**src/rtl/stb_gen_pkg.sv**
```systemverilog
// Shared types and helpers for the period-measuring strobe generator.
// The window compare is done at 64 bits, so instantiating modules need CNT_W <= 64.
package stb_gen_pkg;

    typedef enum logic [1:0] {
        IDLE,
        ARM,
        MEAS,
        GEN
    } stb_state_e;

    localparam int unsigned MIN_PERIOD = 2;

    // Strobe window: phase in [phase_start, phase_start + width), never wraps
    function automatic logic in_window(input logic [63:0] phase,
                                       input logic [63:0] phase_start,
                                       input logic [63:0] width);
        return (phase >= phase_start) && ((phase - phase_start) < width);
    endfunction

endpackage

```
**src/rtl/period_stb_gen_if.sv**
```systemverilog
// Measurement request/status bus of period_stb_gen.
// The master pulses meas_req and watches busy, err and the period readout.
interface period_stb_gen_if #(
    parameter int unsigned CNT_W = 32
);
    logic             meas_req;
    logic             busy;
    logic [CNT_W-1:0] period;
    logic             period_vld;
    logic             err;

    modport master (
        output meas_req,
        input  busy,
        input  period,
        input  period_vld,
        input  err
    );

    modport slave (
        input  meas_req,
        output busy,
        output period,
        output period_vld,
        output err
    );
endinterface

```
**src/rtl/sig_edge_sync.sv**
```systemverilog
// Multi-stage synchroniser followed by a registered rising-edge pulse.
// The pulse appears SYNC_STAGES+1 cycles after the input transition.
module sig_edge_sync #(
    parameter int unsigned SYNC_STAGES = 2
) (
    input  logic clk_i,
    input  logic arst_i,
    input  logic sig_i,
    output logic edge_o
);
    logic [SYNC_STAGES-1:0] r_sync;
    logic                   r_prev;
    logic                   r_edge;

    always_ff @(posedge clk_i or posedge arst_i) begin
        if (arst_i) begin
            r_sync <= '0;
            r_prev <= 1'b0;
            r_edge <= 1'b0;
        end else begin
            r_sync <= {r_sync[SYNC_STAGES-2:0], sig_i};
            r_prev <= r_sync[SYNC_STAGES-1];
            r_edge <= r_sync[SYNC_STAGES-1] & ~r_prev;
        end
    end

    assign edge_o = r_edge;
endmodule

```
**src/rtl/period_stb_gen.sv**
```systemverilog
// Measures the averaged period of sig_i, then emits a strobe phase-locked to the
// final measured edge with programmable phase offset and width.
module period_stb_gen
    import stb_gen_pkg::*;
#(
    parameter int unsigned CNT_W       = 32,
    parameter int unsigned AVG_LOG2    = 2,
    parameter int unsigned SYNC_STAGES = 2
) (
    input  logic              clk_i,
    input  logic              arst_i,
    input  logic              sig_i,
    input  logic              oe_i,
    input  logic [CNT_W-1:0]  phase_i,
    input  logic [CNT_W-1:0]  width_i,
    input  logic [CNT_W-1:0]  timeout_i,
    output logic              stb_o,
    period_stb_gen_if.slave   bus
);
    localparam int unsigned      SUM_W    = CNT_W + AVG_LOG2;
    localparam int unsigned      IDX_W    = AVG_LOG2 + 1;
    localparam logic [IDX_W-1:0] LAST_IDX = IDX_W'((1 << AVG_LOG2) - 1);
    localparam logic [IDX_W-1:0] IDX_ONE  = IDX_W'(1);
    localparam logic [CNT_W-1:0] CNT_ONE  = CNT_W'(1);
    localparam logic [CNT_W-1:0] CNT_MAX  = '1;

    stb_state_e       r_state, w_state_nxt;
    logic [CNT_W-1:0] r_t_cnt, w_t_cnt_nxt;
    logic [CNT_W-1:0] r_phase, w_phase_nxt;
    logic [CNT_W-1:0] r_period, w_period_nxt;
    logic [SUM_W-1:0] r_acc, w_acc_nxt, w_sum;
    logic [IDX_W-1:0] r_idx, w_idx_nxt;
    logic             r_err, w_err_nxt;
    logic             r_stb, w_stb_nxt;
    logic [CNT_W-1:0] w_avg, w_win_phase;
    logic             w_edge, w_accept, w_fault, w_win_en;

    sig_edge_sync #(
        .SYNC_STAGES (SYNC_STAGES)
    ) u_sync (
        .clk_i  (clk_i),
        .arst_i (arst_i),
        .sig_i  (sig_i),
        .edge_o (w_edge)
    );

    assign w_accept = bus.meas_req && ((r_state == IDLE) || (r_state == GEN));
    assign w_sum    = r_acc + SUM_W'(r_t_cnt);
    assign w_avg    = CNT_W'(w_sum >> AVG_LOG2);

    // A request restarts the interval count so ARM can time out from it
    always_comb begin
        if (w_edge || w_accept) begin
            w_t_cnt_nxt = CNT_ONE;
        end else if (r_t_cnt == CNT_MAX) begin
            w_t_cnt_nxt = r_t_cnt;
        end else begin
            w_t_cnt_nxt = r_t_cnt + CNT_ONE;
        end
    end

    assign w_fault = !w_edge && (((timeout_i != '0) && (w_t_cnt_nxt >= timeout_i)) ||
                                 (r_t_cnt == CNT_MAX));

    always_comb begin
        w_state_nxt  = r_state;
        w_acc_nxt    = r_acc;
        w_idx_nxt    = r_idx;
        w_period_nxt = r_period;
        w_err_nxt    = r_err;
        w_phase_nxt  = '0;
        w_win_en     = 1'b0;
        w_win_phase  = '0;
        unique case (r_state)
            IDLE: begin
                if (bus.meas_req) begin
                    w_state_nxt = ARM;
                    w_err_nxt   = 1'b0;
                    w_acc_nxt   = '0;
                    w_idx_nxt   = '0;
                end
            end
            ARM: begin
                if (w_edge) begin
                    w_state_nxt = MEAS;
                end else if (w_fault) begin
                    w_state_nxt = IDLE;
                    w_err_nxt   = 1'b1;
                end
            end
            MEAS: begin
                if (w_edge) begin
                    w_acc_nxt = w_sum;
                    w_idx_nxt = r_idx + IDX_ONE;
                    if (r_idx == LAST_IDX) begin
                        if (w_avg < CNT_W'(MIN_PERIOD)) begin
                            w_state_nxt = IDLE;
                            w_err_nxt   = 1'b1;
                        end else begin
                            // This edge cycle is phase 0 of the generated period
                            w_state_nxt  = GEN;
                            w_period_nxt = w_avg;
                            w_phase_nxt  = CNT_ONE;
                            w_win_en     = 1'b1;
                        end
                    end
                end else if (w_fault) begin
                    w_state_nxt = IDLE;
                    w_err_nxt   = 1'b1;
                end
            end
            GEN: begin
                if (bus.meas_req) begin
                    w_state_nxt = ARM;
                    w_err_nxt   = 1'b0;
                    w_acc_nxt   = '0;
                    w_idx_nxt   = '0;
                end else begin
                    w_phase_nxt = (r_phase >= r_period - CNT_ONE) ? '0 : r_phase + CNT_ONE;
                    w_win_en    = 1'b1;
                    w_win_phase = r_phase;
                end
            end
            default: w_state_nxt = IDLE;
        endcase
        w_stb_nxt = w_win_en && oe_i &&
                    in_window(64'(w_win_phase), 64'(phase_i), 64'(width_i));
    end

    always_ff @(posedge clk_i or posedge arst_i) begin
        if (arst_i) begin
            r_state  <= IDLE;
            r_t_cnt  <= '0;
            r_phase  <= '0;
            r_period <= '0;
            r_acc    <= '0;
            r_idx    <= '0;
            r_err    <= 1'b0;
            r_stb    <= 1'b0;
        end else begin
            r_state  <= w_state_nxt;
            r_t_cnt  <= w_t_cnt_nxt;
            r_phase  <= w_phase_nxt;
            r_period <= w_period_nxt;
            r_acc    <= w_acc_nxt;
            r_idx    <= w_idx_nxt;
            r_err    <= w_err_nxt;
            r_stb    <= w_stb_nxt;
        end
    end

    assign stb_o          = r_stb;
    assign bus.busy       = (r_state == ARM) || (r_state == MEAS);
    assign bus.period_vld = (r_state == GEN);
    assign bus.period     = r_period;
    assign bus.err        = r_err;
endmodule
```
**src/flat_wrapper.sv**
```systemverilog
// flat-port wrapper written by rule: the top's interface ports become plain ports
module period_stb_gen_flat import stb_gen_pkg::*;
#(
    parameter int unsigned CNT_W       = 32,
    parameter int unsigned AVG_LOG2    = 2,
    parameter int unsigned SYNC_STAGES = 2
)
  (clk_i, arst_i, sig_i, oe_i, phase_i, width_i, timeout_i, stb_o, bus_meas_req, bus_busy, bus_period, bus_period_vld, bus_err);
  period_stb_gen_if #(.CNT_W(CNT_W)) bus_i ();
  input  logic clk_i;
  input  logic arst_i;
  input  logic sig_i;
  input  logic oe_i;
  input  logic [CNT_W-1:0] phase_i;
  input  logic [CNT_W-1:0] width_i;
  input  logic [CNT_W-1:0] timeout_i;
  output logic stb_o;
  input wire logic [$bits(bus_i.meas_req)-1:0] bus_meas_req;
  output wire logic [$bits(bus_i.busy)-1:0] bus_busy;
  output wire logic [$bits(bus_i.period)-1:0] bus_period;
  output wire logic [$bits(bus_i.period_vld)-1:0] bus_period_vld;
  output wire logic [$bits(bus_i.err)-1:0] bus_err;
  assign bus_i.meas_req = bus_meas_req;
  assign bus_busy = bus_i.busy;
  assign bus_period = bus_i.period;
  assign bus_period_vld = bus_i.period_vld;
  assign bus_err = bus_i.err;
  period_stb_gen #(.CNT_W(CNT_W), .AVG_LOG2(AVG_LOG2), .SYNC_STAGES(SYNC_STAGES)) u_core (.clk_i(clk_i), .arst_i(arst_i), .sig_i(sig_i), .oe_i(oe_i), .phase_i(phase_i), .width_i(width_i), .timeout_i(timeout_i), .stb_o(stb_o), .bus(bus_i));
endmodule
```
**config.mk**
```make
export PLATFORM = sky130hd
export DESIGN_NAME = period_stb_gen_flat
export DESIGN_NICKNAME = d
export VERILOG_FILES = /design/src/rtl/stb_gen_pkg.sv /design/src/rtl/period_stb_gen_if.sv /design/src/rtl/sig_edge_sync.sv /design/src/rtl/period_stb_gen.sv /design/src/flat_wrapper.sv
export SDC_FILE = /design/constraint.sdc
export NUM_CORES = 1
export LEC_CHECK = 0
export CAP_MARGIN = 20
export CORE_ASPECT_RATIO = 1.25
export CORE_MARGIN = 1
export CORE_UTILIZATION = 50
export CTS_CLUSTER_DIAMETER = 150
export DETAILED_ROUTE_END_ITERATION = 12
export DONT_BUFFER_PORTS = 1
export SKIP_CTS_REPAIR_TIMING = 1
export SLEW_MARGIN = 10
export SYNTH_ARGS = -nofsm -noshare
export SYNTH_HDL_FRONTEND = slang
export SYNTH_HIERARCHICAL = 1
export SYNTH_SLANG_ARGS = --single-unit
```
**constraint.sdc**
```tcl
create_clock -name clk_i -period 8.11 [get_ports clk_i]
set_input_delay 1.2165 -clock clk_i [delete_from_list [all_inputs] [get_ports clk_i]]
set_output_delay 1.2165 -clock clk_i [all_outputs]
set_load 0.005 [all_outputs]
```
==> flow_summary.toml <==
[final_layout]
final_cell_area_um2 = 14080
regArea_um2 = 3528
diodes = 0
area_growth_pct = 6.784
multi_input_area_um2 = 8935
stdcell_count = 1916
final_nets = 1834
nFillCells = 2478
drive_gt1_share_pct = 5.203

[worst_setup_path]
rr_endpoint = "u_core/stb_o"
worstSetupPathType = "reg -> reg"
cp.required_ns = 8.45
rrSetupSlack_ns = 2.69
worstRegToRegCells = 24
timing.rr.start = "u_core/r_state[0]"
critPathCaptureType = "flip-flop"
worstSetupStartpointType = "flip-flop"
crit_fanout = 32
arrival_ns = 5.76
startpoint = "u_core/r_state[0]"

[synthesis]
ys_seq_elements = 141
synth_ff_type = "dfrtp_1"
syn_area_um2 = 13190
seq_area_frac_synth_pct = 26.76
synthCells = 1584
synth_area_leader_cell = "dfrtp_1"
syn-num-nets = 1855
synth_warnings = 6
synth_edf_count = 0
ys_types = 70
netlist.area_leader.share_pct = 26.76
synthArstFlopShare_pct = 100.0
synth_area_leaders = "dfrtp_1 27%, ha_1 16%, xnor2_1 4.6%"
avgSynthCellArea_um2 = 8.325

[place]
dp.cells = 1884
io_buffers = 0
dpl.hpwl_um = 27460
placed_area_um2 = 13470
place_congestion = 0.9162

[pwr]
power.internal_uw = 1328
clockPowerShare_pct = 41.1
total_leakage_power_uw = 0.007139
p_sw_uw = 625.2
seqPwrFrac_pct = 38.6
p_sw_share_pct = 32.00
comb_power_share_pct = 20.3
peakVddDrop_mv = 0.1443
pwr_density_cell_nw_per_um2 = 138.7

[floorplan]
std_cell_rows = 66
die_w_um = 147.3
core_um2 = 25930
dieArea_um2 = 27030
fp.dieH_um = 183.6
initial_core_util_pct = 50.85
io-pin-count = 137

[clocking]
htreeDepth = 4
clock-sinks = 141
cts.clk_slew.worst_paths_ns = 0.07
clock-root-buffer = "clkbuf_16"
cts_buffer_depth = 2
clk_latency_ns = 0.43
cts_tree = "yes"
cts_buffers = 17

[routing]
drc = 0
viasPerCell = 5.846
wl_per_cell_um = 17.72
wirelength_um = 33950
drtPass1Iterations = 7
ant_nets = 0
drt_iter0_markers = 616
via_count = 11200

[grt]
grt_start_max_net_pins = 79
track_usage_pct = 25.84
grt_first_pass_wirelength_um = 55520
grt_pass1_vias = 11170
overflow = 0
antenna_found_initial = 0

[sta]
drv_slew = 0
skew_ns = 0.01215
hold_viol = 0
rsz0062_at_grt = "false"
tightest_slew_ns = 0.9690
fin_setup_tns_ns = 0
min_period_over_period_pct = 66.84
holdWs_ns = 0.3604
relSlewSlack_pct = 34.49
setup_violations = 0
period_needed_ns = 5.421
max_freq_ghz = 0.1845

[min_path]
hold_start = "u_core/u_sync/r_sync[0]"
min_to = "u_core/u_sync/r_sync[1]"
hold_path_depth = 0
hp-class = "reg -> reg"

[run_status]
outcome = "complete, no violations"

[job]
cap_violations = 0
==> cell families (layout without fill, tap and decap cells) <==
logic type | Yosys count | after routing | synth area share (%)
compound gates | 374 | 374 | 18.96
xor+xnor | 134 | 134 | 8.900
fa+ha+maj | 170 | 170 | 16.24
buf+inv | 188 | 180 | 5.532
flops | 141 | 141 | 26.76
mux | 27 | 27 | 2.771
simple gates | 550 | 550 | 20.84
==> Yosys cell counts, types with 4 or more instances <==
| cell | instances |
|---|---|
| and2_1 | 40 |
| o211ai_1 | 10 |
| o221ai_1 | 4 |
| dfrtp_1 | 141 |
| nor4_1 | 22 |
| o22ai_1 | 5 |
| nor2b_1 | 14 |
| mux2i_1 | 5 |
| xnor2_1 | 70 |
| nand2b_1 | 16 |
| a22o_1 | 31 |
| o31ai_1 | 5 |
| buf_2 | 5 |
| a311oi_1 | 5 |
| a21oi_1 | 93 |
| and4_1 | 11 |
| a31oi_1 | 9 |
| nand3_1 | 42 |
| mux2_4 | 18 |
| or4_1 | 7 |
| or3_1 | 8 |
| xor2_1 | 64 |
| nor2_1 | 146 |
| nand3b_1 | 4 |
| nand2_1 | 122 |
| a21boi_0 | 5 |
| o2111ai_1 | 4 |
| mux2_2 | 4 |
| o21ai_0 | 70 |
| a31o_2 | 4 |
| ha_1 | 168 |
| a2111oi_0 | 4 |
| o21bai_1 | 10 |
| nand4_1 | 42 |
| a211oi_1 | 13 |
| clkbuf_1 | 37 |
| or2_2 | 7 |
| inv_1 | 142 |
| a21o_1 | 57 |
| o21a_1 | 17 |
| and3_1 | 23 |
| nor3_1 | 36 |
==> worst max-delay path, stage by stage (launching register included) <==
cell and delay [ns]:
dfrtp_1 0.43, ha_1 0.31, nor2b_1 0.21, buf_4 0.29
nand2_1 0.09, ha_1 0.22, fa_1 0.41, nor2b_1 0.12
o21ai_0 0.10, a21boi_0 0.24, o21ai_0 0.14, a21bo_2 0.26
a211oi_1 0.44, nor2_1 0.09, o21ai_0 0.44, a21oi_1 0.15
xnor2_1 0.16, ha_1 0.28, nand4_1 0.13, nor2_1 0.09
a21oi_1 0.15, o211ai_1 0.10, a41oi_1 0.19, o41ai_1 0.10
a211oi_1 0.17
==> through the flow <==
step	utilization (%)	total power [µW]	setup WS, ns
final	54.30	1953	2.689
after global routing	54.30	2054	2.076
after CTS	54.30	1980	2.673
after detailed placement	51.95	1165	2.303
after global placement	51.95	1159	2.421
after floorplan	-	1046	2.928
==> final cells by class <==
cell class / count / share of cell area (%)
multi-input cells: 1255 / 63.45
well taps: 340 / 3.021
repair buffers: 6 / 0.3199
clock inverters: 13 / 1.111
flip-flops and latches: 141 / 25.06
clock buffers: 19 / 3.217
inverters: 142 / 3.821
==> placed cells by master (no fill, tap or decap), types with 5 or more instances in the layout <==
master,netlist,final
nor3_1,36,36
or3_1,8,8
o21a_1,17,17
a21oi_1,93,93
mux2_4,18,18
and4_1,11,11
clkbuf_16,0,17
nor2_1,146,145
clkinv_4,0,5
a21boi_0,5,5
dfrtp_1,141,141
o21bai_1,10,10
and2_1,40,40
a21o_1,57,57
nor4_1,22,22
a211oi_1,13,13
a22o_1,31,31
o22ai_1,5,5
xnor2_1,70,70
o31ai_1,5,5
nand2b_1,16,16
nand2_1,122,122
a311oi_1,5,5
xor2_1,64,64
buf_4,0,6
inv_1,142,141
nor2b_1,14,14
or2_2,7,7
nand3_1,42,42
mux2i_1,5,5
nand4_1,42,42
a31oi_1,9,9
or4_1,7,7
o21ai_0,70,70
and3_1,23,23
o211ai_1,10,10
ha_1,168,168
==> worst max path at each step <==
stage	end	slack (ns)	cells after the start
floorplan	u_core/stb_o	2.93	22
global placement	u_core/stb_o	2.42	20
detailed placement	u_core/stb_o	2.30	22
CTS	u_core/stb_o	2.67	24
global route	u_core/stb_o	2.08	24
finish	u_core/stb_o	2.69	24
==> routing by layer <==
metal | share of wire (%) | global-route usage (%) | up-vias
li1 | - | - | 5625
met1 | 42 | 29.76 | 5226
met2 | 50 | 47.08 | 297
met3 | 4.3 | 4.020 | 53
met4 | 3.7 | 11.13 | 0
met5 | 0 | 0 | -
==> registers in the layout, summed over array words and instances, names as in the netlist <==
register	cells
u_core/bus.err	1
u_core/r_idx	3
u_core/r_acc	34
u_core/u_sync/r_sync	2
u_core/bus.period	32
u_core/r_state	2
u_core/u_sync/edge_o	1
u_core/stb_o	1
u_core/r_phase	32
u_core/u_sync/r_prev	1
u_core/r_t_cnt	32
==> power groups by stage <==
| stage | sequential [µW] | clock (µW) | combinational (µW) |
|---|---|---|---|
| floorplan | 756 | 0 | 289 |
| global placement | 766 | 0 | 393 |
| detailed placement | 766 | 0 | 399 |
| CTS | 753 | 826 | 400 |
| global route | 757 | 848 | 450 |
| finish | 753 | 803 | 397 |
No activity file was read; power rests on OpenSTA's default activity.
